===== src/rtl/mu0_reg12.sv =====
// rtl/mu0_reg12.sv - 12-bit load-enabled register for the MU0 datapath
//
// Purpose: general-purpose storage register (ACC, PC, IR). Captures D on the
// rising Clk edge when En is high, holds otherwise, and clears to RESET_VALUE
// on a synchronous active-high Reset. Q comes straight from the flops.
//
// Ports (positional order is fixed: Clk, Reset, En, D, Q):
//   Clk    in   1      system clock, rising-edge active
//   Reset  in   1      synchronous active-high reset, overrides En
//   En     in   1      load enable, active-high
//   D      in   WIDTH  data to load
//   Q      out  WIDTH  registered contents
//
// Optional macro MU0_REG12_CHECK_EN: compiles in simulation-only X/Z and
// reset-value checks. The synthesized logic is the same either way.

module mu0_reg12 #(
    parameter int              WIDTH       = 12,
    parameter logic [WIDTH-1:0] RESET_VALUE = {WIDTH{1'b0}}
) (
    input  logic             Clk,
    input  logic             Reset,
    input  logic             En,
    input  logic [WIDTH-1:0] D,
    output logic [WIDTH-1:0] Q
);

    logic [WIDTH-1:0] q_q;
    logic [WIDTH-1:0] q_d;

    // Hold mux rather than a gated clock: the flop reloads its own value
    // when the enable is low.
    always_comb begin
        q_d = q_q;
        if (En) begin
            q_d = D;
        end
    end

    always_ff @(posedge Clk) begin
        if (Reset) begin
            q_q <= RESET_VALUE;
        end else begin
            q_q <= q_d;
        end
    end

    assign Q = q_q;

`ifdef MU0_REG12_CHECK_EN
    // Remembers whether the last rising edge sampled Reset high, so Q can be
    // inspected half a cycle later once the flops have settled.
    logic chk_rst_q;

    always @(posedge Clk) begin
        if ($isunknown(Reset)) begin
            $error("mu0_reg12: Reset is X/Z at rising edge");
        end
        if ($isunknown(En)) begin
            $error("mu0_reg12: En is X/Z at rising edge");
        end
        if (En === 1'b1 && Reset === 1'b0 && $isunknown(D)) begin
            $error("mu0_reg12: D is X/Z while loading");
        end
        chk_rst_q <= (Reset === 1'b1);
    end

    always @(negedge Clk) begin
        if (chk_rst_q && (Q !== RESET_VALUE)) begin
            $error("mu0_reg12: Q=%h after reset, expected %h", Q, RESET_VALUE);
        end
    end
`endif

endmodule


===== config.mk =====
export PLATFORM = sky130hd
export DESIGN_NAME = mu0_reg12
export DESIGN_NICKNAME = d
export VERILOG_FILES = /design/src/rtl/mu0_reg12.sv
export SDC_FILE = /design/constraint.sdc
export NUM_CORES = 1
export LEC_CHECK = 0
export CORE_AREA = 8 8 45 47
export DETAILED_ROUTE_END_ITERATION = 12
export DIE_AREA = 0 0 53 55
export PLACE_DENSITY = 0.71
export SETUP_SLACK_MARGIN = 0.15
export SLEW_MARGIN = 20
export SYNTH_ARGS = -nofsm -noshare
export SYNTH_HDL_FRONTEND = slang
export SYNTH_SLANG_ARGS = --single-unit

===== constraint.sdc =====
create_clock -name Clk -period 0.8 [get_ports Clk]
set_clock_uncertainty 0.05 [all_clocks]
set_input_delay 0.16 -clock Clk [delete_from_list [all_inputs] [get_ports Clk]]
set_output_delay 0.16 -clock Clk [all_outputs]
set_load 0.005 [all_outputs]

After elaboration in Yosys (flattened, before gate mapping) --
Cells that the tools add are included.
Storage, ports and cells: flip-flop bits (word level) 12, input bits 15, output and inout bits 12, word-level logic and storage cells 1

Depth between registers and ports, before layout --
Gate-level depths: netlist of the first run.
depth in word-level cells 0, mapped depth 3, depth with buffers taken out 2

Worst setup path before layout of the first run --
OpenSTA, ideal clock, no wires.
kind input-to-reg, start point input En, end point register q_q[0] (netlist: Q[0]), setup time 0.128 ns, data arrival time 0.513 ns, data required time 0.622 ns, setup slack 0.110 ns, cell stages on the path 3, path buffers 1, path through buf_6 > mux2i_1 > nor2_1
RTL lines:
- start, declared | RTL line 23 | input logic En,
- end signal, assigned | RTL line 44 | q_q <= q_d;
- end, declared | RTL line 28 | logic [WIDTH-1:0] q_q;

Worst setup path in the final report of the first run --
start point register q_q[11] (netlist: Q[11]), end point output Q[11]
RTL lines:
- end, declared | RTL line 25 | output logic [WIDTH-1:0] Q
No word-level cell between the ends.

==> results of run 1 <==
[cell usage in the layout (no fill, tap or decap), drive strengths merged]
master	instances
buf	19
dfxtp	12
mux2i	12
nor2	12
clkdlybuf4s50	12
clkbuf	4
dlygate4sd2	1
[final cells by class]
type	count	area share
flip-flops and latches	12	0.313
well taps	16	0.0245
clock buffers	4	0.0445
repair buffers	32	0.416
multi-input cells	24	0.202
[worst max-delay path by stage]
stage / from / end / slack (ps) / cells after the start
2_1_floorplan: En / Q[0]$_SDFFE_PP0P_ / 140 / 3
3_3_place_gp: En / Q[3]$_SDFFE_PP0P_ / -430 / 4
3_5_place_dp: En / Q[5]$_SDFFE_PP0P_ / -450 / 4
4_1_cts: Q[10]$_SDFFE_PP0P_ / Q[10] / -130 / 1
5_1_grt: Q[3]$_SDFFE_PP0P_ / Q[3] / -150 / 1
6_report: Q[11]$_SDFFE_PP0P_ / Q[11] / -120 / 1
[metal layers]
layer  part of all wire  wire [µm]  vias up  GRT usage
met4              0.025         27        0     0.0776
met2               0.48        534       14      0.143
met3              0.085         94        2     0.0508
li1                   -          -      193          -
met1               0.40        446      156     0.0796
met5                  0          0        -          0
[logic make-up (layout without fill, tap and decap cells)]
kind of cell | count (synthesis) | in the layout | synth area share
muxes | 12 | 12 | 0.286
buffers and inverters | 2 | 36 | 0.0357
and+or+nand+nor | 12 | 12 | 0.107
DFF | 12 | 12 | 0.571
[report_power, final]
group	internal (mW)	switching, mW	leakage [nW]
Clock	0.276	0.188	0.0210
Combinational	0.182	0.0775	0.263
Sequential	0.640	0.0223	0.103
[repair_timing]
action                                  CTS  global route
resized for setup                        72             6
cloned                                    1             0
hold buffers                              0             0
endpoints found under the setup margin   24            24
buffers inserted                          0             1
pin swaps                                 1             4
endpoints found under the hold margin     0             0
==> impl_metrics.toml, run 1 <==
[sta]
layout_setup_ws_ps = -117
rsz0062_at_grt = "true"
relSlewSlack = 0.893
tns_ps = -1290
max_freq_mhz = 1090
setup_viol = 12
whs_ps = 260
finalHoldViolations = 0
worst_pin_slew_ps = 156
fin_crit_ps = 917
post-route-period-util = 1.15
slew_viol_final = 0

[cts]
cts_made_buffers = 3
cts_buffer_depth = 2
clkSlewWorstSetupHoldPaths_ps = 70
cts-root-buf = "clkbuf_4"
cts_tree = "yes"
clock_latency_ps = 260
numClockSinks = 12
htreeDepth = 1

[cells_and_area]
largest_reg_flops = 12
drive_gt1_frac = 0.486
layout.nets = 88
multi_input_area_um2 = 165
final_util = 0.590
fin_cells = 88
fillers = 128
final_cell_area_um2 = 816
num_antenna_cells = 0
syn2layout_area_growth_pct = 94.0
seqCellArea_um2 = 255

[route]
drtAntennaViolNets = 0
drc_errors = 0
finalWirelength_um = 1100
wl_per_cell_um = 12.5
first_iter_violations = 2
post_drt_via_cell_ratio = 4.15
dr.pass1.iters = 3
vias = 365

[setup_path]
worst-r2r-cell-count = 3
critPathBufInv = 1
crit_family = "flip-flops"
cp_max_fo = 2
path_cells = "buf_2"
crit_arrival_ps = 710
reg2reg_from = "Q[3]$_SDFFE_PP0P_"
crit_required_ps = 590
reg2reg_slack_ps = 60
cp_slowest_stage_delay_ps = 320
start_kind = "flip-flop"
critPathSlowestCell = "dfxtp_2"
path_class = "reg2out"
r2r-end = "Q[3]$_SDFFE_PP0P_"
critPathCaptureType = "primary output"

[outcome]
status = "finished, violations left"
violations = "negative setup slack"

[floorplanning]
die_w_um = 53
die_h_um = 55
initial_core_util = 0.304
coreArea_mm2 = 0.00138
die_area_mm2 = 0.00292
rows = 14
io_pins = 27

[placed_design]
dpl_cell_area_um2 = 728
place_hpwl_um = 838
dp.cells = 82
dp_slack_ps = -452
portBuffers = 26
gp_congestion = 0.662

[min_path]
whs_path_depth = 3
hold_class = "in2reg"
min_to = "Q[5]$_SDFFE_PP0P_"
worstHoldStart = "Reset"

[yosys]
yosys_warnings = 0
ys_seq_elements = 12
synth_top_area_share = 0.571
ys_top_cells_by_area = "dfxtp_1, mux2i_1, nor2_1"
synth_cells = 38
synth_area_leader_cell = "dfxtp_1"
synth_nets = 53
ys_seq_area_frac = 0.571
synth.cells.most_frequent = "dfxtp_1, mux2i_1, nor2_1, buf_6, clkbuf_1"
async_flop_share = 0
synthDistinctLibCells = 5
syn-cell-area_um2 = 420
syn_area_per_cell_um2 = 11.1
synth-main-ff-cell = "dfxtp_1"
synth_edf_count = 0

[grt]
grt_max_degree = 8
grt_pass1_wl_um = 1830
grt_pass1_vias = 398
grt_use_total = 0.0888
overflow = 0
antenna_found_initial = 0

[power_and_ir_drop]
power_density_mw_per_mm2 = 1700
vdd_drop_max_v = 0.00118
power_leakage_nw = 0.388
power_mw = 1.39

[run]
cap_violations = 0
Note: power is estimated with default switching activity, not from simulation.
==> run 2: changes to the inputs <==
Settings changed: PLACE_DENSITY 0.71 to default, PLACE_DENSITY_LB_ADDON from default to 0.08, REMOVE_ABC_BUFFERS from default to 1, SLEW_MARGIN 20 to default.
==> impl_metrics.toml, run 2 (synthesized netlist as in run 1, its figures left out) <==
[cells_and_area]
num_antenna_cells = 0
largest_reg_flops = 12
final_cell_mix = "dfxtp_2, mux2i_1, nor2_1, clkdlybuf4s50_1, buf_6"
fin_cells = 87
drive_gt1_frac = 0.479
layout.nets = 87
fillers = 130
syn2layout_area_growth_pct = 90.5
final_cell_area_um2 = 801

[sta]
worst_pin_slew_ps = 142
finalHoldViolations = 0
setup_viol = 13
fin_crit_ps = 914
rsz0062_at_grt = "true"
max_freq_mhz = 1090
layout_setup_ws_ps = -114
post-route-period-util = 1.14
slew_viol_final = 0
relSlewSlack = 0.902

[route]
drtAntennaViolNets = 0
vias = 373
wl_per_cell_um = 12.4
first_iter_violations = 4
finalWirelength_um = 1080
dr.pass1.iters = 2
post_drt_via_cell_ratio = 4.29
drc_errors = 0

[min_path]
whs_path_depth = 3
worstHoldStart = "Reset"
hold_class = "in2reg"
min_to = "Q[6]$_SDFFE_PP0P_"

[placed_design]
portBuffers = 26
dp.cells = 81
gp_congestion = 0.654
dp_slack_ps = -446
place_hpwl_um = 807
dpl_cell_area_um2 = 733

[setup_path]
reg2reg_slack_ps = -60
critPathCaptureType = "primary output"
critPathBufInv = 1
path_class = "reg2out"
critPathSlowestCell = "dfxtp_2"
crit_arrival_ps = 700
start_kind = "flip-flop"
r2r-end = "Q[5]$_SDFFE_PP0P_"
cp_slowest_stage_delay_ps = 330
cp_max_fo = 2
crit_family = "flip-flops"
worst-r2r-cell-count = 4
reg2reg_from = "Q[5]$_SDFFE_PP0P_"
path_cells = "buf_6"
crit_required_ps = 590
crit_cells = 1

[grt]
use_met2 = 0.121
grt_pass1_vias = 390
grt_use_met1 = 0.0905
grt_max_degree = 13
grt_use_total = 0.0817
overflow = 0
grt_pass1_wl_um = 1770
use_met3 = 0.0508
busiest_layer = "met2"
antenna_found_initial = 0

[cts]
htreeDepth = 1
numClockSinks = 12
clock_latency_ps = 260
cts_made_buffers = 3
cts_tree = "yes"
clkSlewWorstSetupHoldPaths_ps = 80
cts-hold-fix-buffers = 0
cts_buffer_depth = 2
cts-root-buf = "clkbuf_4"

[floorplanning]
rows = 14
initial_core_util = 0.304
coreArea_mm2 = 0.00138
die_h_um = 55
die_w_um = 53
io_pins = 27
die_area_mm2 = 0.00292

[run]
cap_violations = 0

[power_and_ir_drop]
pwr-share-comb = 0.183
power_density_mw_per_mm2 = 1730
clockPowerShare = 0.340
internal_power_mw = 1.09
power_leakage_nw = 0.383
p_switching_uw = 291
pwr-share-seq = 0.477
vdd_drop_max_v = 0.00130
swShare = 0.210

[outcome]
status = "finished, violations left"
violations = "negative setup slack"
run 2: worst max-delay path by stage:
stage,to,start,slack (ps)
2_1_floorplan,Q[0]$_SDFFE_PP0P_,Q[0]$_SDFFE_PP0P_,190
4_1_cts,Q[2],Q[2]$_SDFFE_PP0P_,-130
6_report,Q[2],Q[2]$_SDFFE_PP0P_,-110
5_1_grt,Q[11],Q[11]$_SDFFE_PP0P_,-150
3_5_place_dp,Q[0]$_SDFFE_PP0P_,En,-450
3_3_place_gp,Q[1]$_SDFFE_PP0P_,En,-440
run 2: area by class of cell:
type / instances / area, µm² / area share
Timing Repair Buffer: 31 / 324 / 0.405
Multi-Input combinational cell: 24 / 165 / 0.206
Sequential cell: 12 / 255 / 0.319
Tap cell: 16 / 20.0 / 0.0250
Clock buffer: 4 / 36.3 / 0.0453
run 2: power by group through the flow:
| stage | Clock (mW) | Combinational, mW | Sequential [mW] |
|---|---|---|---|
| 2_1_floorplan | 0 | 0.0507 | 0.667 |
| 3_3_place_gp | 0 | 0.247 | 0.663 |
| 3_5_place_dp | 0 | 0.248 | 0.664 |
| 4_1_cts | 0.483 | 0.241 | 0.657 |
| 5_1_grt | 0.529 | 0.274 | 0.664 |
| 6_report | 0.470 | 0.253 | 0.659 |
run 2: repair_timing:
| action | CTS | global route |
|---|---|---|
| pin swaps | 1 | 4 |
| setup buffers | 0 | 1 |
| hold endpoints to repair | 0 | 0 |
| gates cloned | 1 | 0 |
| gates resized for setup | 70 | 4 |
| setup endpoints to repair | 24 | 24 |
run 2: metrics by stage:
stage	setup TNS (ps)	util	hold slack, ps	power [mW]
final	-1350	0.579	288	1.38
after global placement	-7820	0.530	427	0.911
after CTS	-1430	0.555	291	1.38
after detailed placement	-7870	0.530	432	0.911
after floorplan	0	-	182	0.717
after global routing	-1850	0.579	287	1.47
run 2: metal layers:
| layer | vias to the layer above | wire (µm) |
|---|---|---|
| met5 | - | 0 |
| met2 | 20 | 430 |
| met3 | 0 | 167 |
| li1 | 194 | - |
| met1 | 159 | 483 |
| met4 | 0 | 0 |
==> run 3: changes to the inputs <==
Settings changed: CAP_MARGIN from default to 10, CORE_AREA 8 8 45 47 to 4 4 41 43, DIE_AREA 0 0 53 55 to 0 0 45 47.
Clock period 0.8 ns to 1.05 ns, I/O delays scaled along.
==> impl_metrics.toml, run 3 (synthesized netlist as in run 1, its figures left out) <==
[cells_and_area]
final_cell_area_um2 = 761
syn2layout_area_growth_pct = 81.0
final_common_cell = "clkdlybuf4s50_1"
final_cell_mix = "clkdlybuf4s50_1, dfxtp_2, mux2i_1, nor2_1, buf_2"
fillers = 118
largest_reg_flops = 12
final_util = 0.585
layout.nets = 85
drive_gt1_frac = 0.456
num_antenna_cells = 0
fin_cells = 83

[placed_design]
dpl_cell_area_um2 = 724
dp.cells = 79
dp_slack_ps = -236
portBuffers = 26
gp_congestion = 0.635

[setup_path]
critPathSlowestCell = "dfxtp_2"
cp_slowest_stage_delay_ps = 320
critPathCaptureType = "primary output"
crit_arrival_ps = 690
start_kind = "flip-flop"
crit_required_ps = 790
critPathBufInv = 1
path_cells = "buf_2"
cp_max_fo = 2
path_class = "reg2out"
crit_family = "flip-flops"

[grt]
grt_max_degree = 13
antenna_found_initial = 0
grt_use_total = 0.100
grt_pass1_wl_um = 1520
grt_pass1_vias = 363
overflow = 0

[route]
dr.pass1.iters = 3
vias = 366
post_drt_via_cell_ratio = 4.41
first_iter_violations = 1
drtAntennaViolNets = 0
finalWirelength_um = 935
wl_per_cell_um = 11.3
drc_errors = 0

[sta]
setup_viol = 0
worst_pin_slew_ps = 138
rsz0062_at_grt = "true"
slew_viol_final = 0
max_freq_mhz = 1050
post-route-period-util = 0.907
fin_crit_ps = 953
whs_ps = 324
finalHoldViolations = 0
tns_ps = 0
layout_setup_ws_ps = 97.4
relSlewSlack = 0.905

[cts]
cts_buffer_depth = 2
htreeDepth = 1
numClockSinks = 12
clock_latency_ps = 250
cts_made_buffers = 3
cts_tree = "yes"
post-cts-setup-buffers = 0
clkSlewWorstSetupHoldPaths_ps = 60
cts-root-buf = "clkbuf_4"

[floorplanning]
die_area_mm2 = 0.00212
coreArea_mm2 = 0.00130
initial_core_util = 0.323
die_h_um = 47
io_pins = 27
rows = 13
die_w_um = 45

[run]
cap_violations = 0

[power_and_ir_drop]
power_leakage_nw = 0.369
power_density_mw_per_mm2 = 1240
power_uw = 940
vdd_drop_max_v = 0.000739

[outcome]
status = "finished, final reports clean"

[min_path]
hold_class = "in2reg"
## run 3: path summary, 6_finish.rpt
kind                            from            endpoint  slack (ps)  cells past startpoint
setup / recovery   Q[0]$_SDFFE_PP0P_                Q[0]         100                      1
hold / removal                    En   Q[9]$_SDFFE_PP0P_         320                      4
setup reg to reg  Q[10]$_SDFFE_PP0P_  Q[10]$_SDFFE_PP0P_         390                      2
hold reg to reg    Q[5]$_SDFFE_PP0P_   Q[5]$_SDFFE_PP0P_         430                      2
## run 3: layout make-up
type	count	area [µm²]	area share
multi-input cells	24	165	0.217
clock buffers	3	22.5	0.0296
flip-flops and latches	12	255	0.336
repair buffers	29	299	0.393
well taps	15	18.8	0.0247
## run 3: worst register-to-register path, stage by stage (launching register included)
cell and delay (ps):
dfxtp_2 320, mux2i_1 130, nor2_1 50
## run 3: what timing repair did
item / CTS / global route
hold buffers: 0 / 0
cloned: 1 / 0
setup endpoints to repair: 24 / 18
pin swaps: 0 / 0
resized for setup: 61 / 7
## run 3: per-layer routing
layer	wire length, µm	track usage	vias up
met1	383	0.118	160
met3	129	0.0345	0
li1	-	-	189
met5	0	0	-
met4	0	0.0526	0
met2	422	0.161	17
## run 3: power breakdown
part / switching (mW) / total (mW) / internal (mW)
Combinational: 0.0547 / 0.183 / 0.128
Sequential: 0.0144 / 0.502 / 0.488
Clock: 0.123 / 0.255 / 0.132
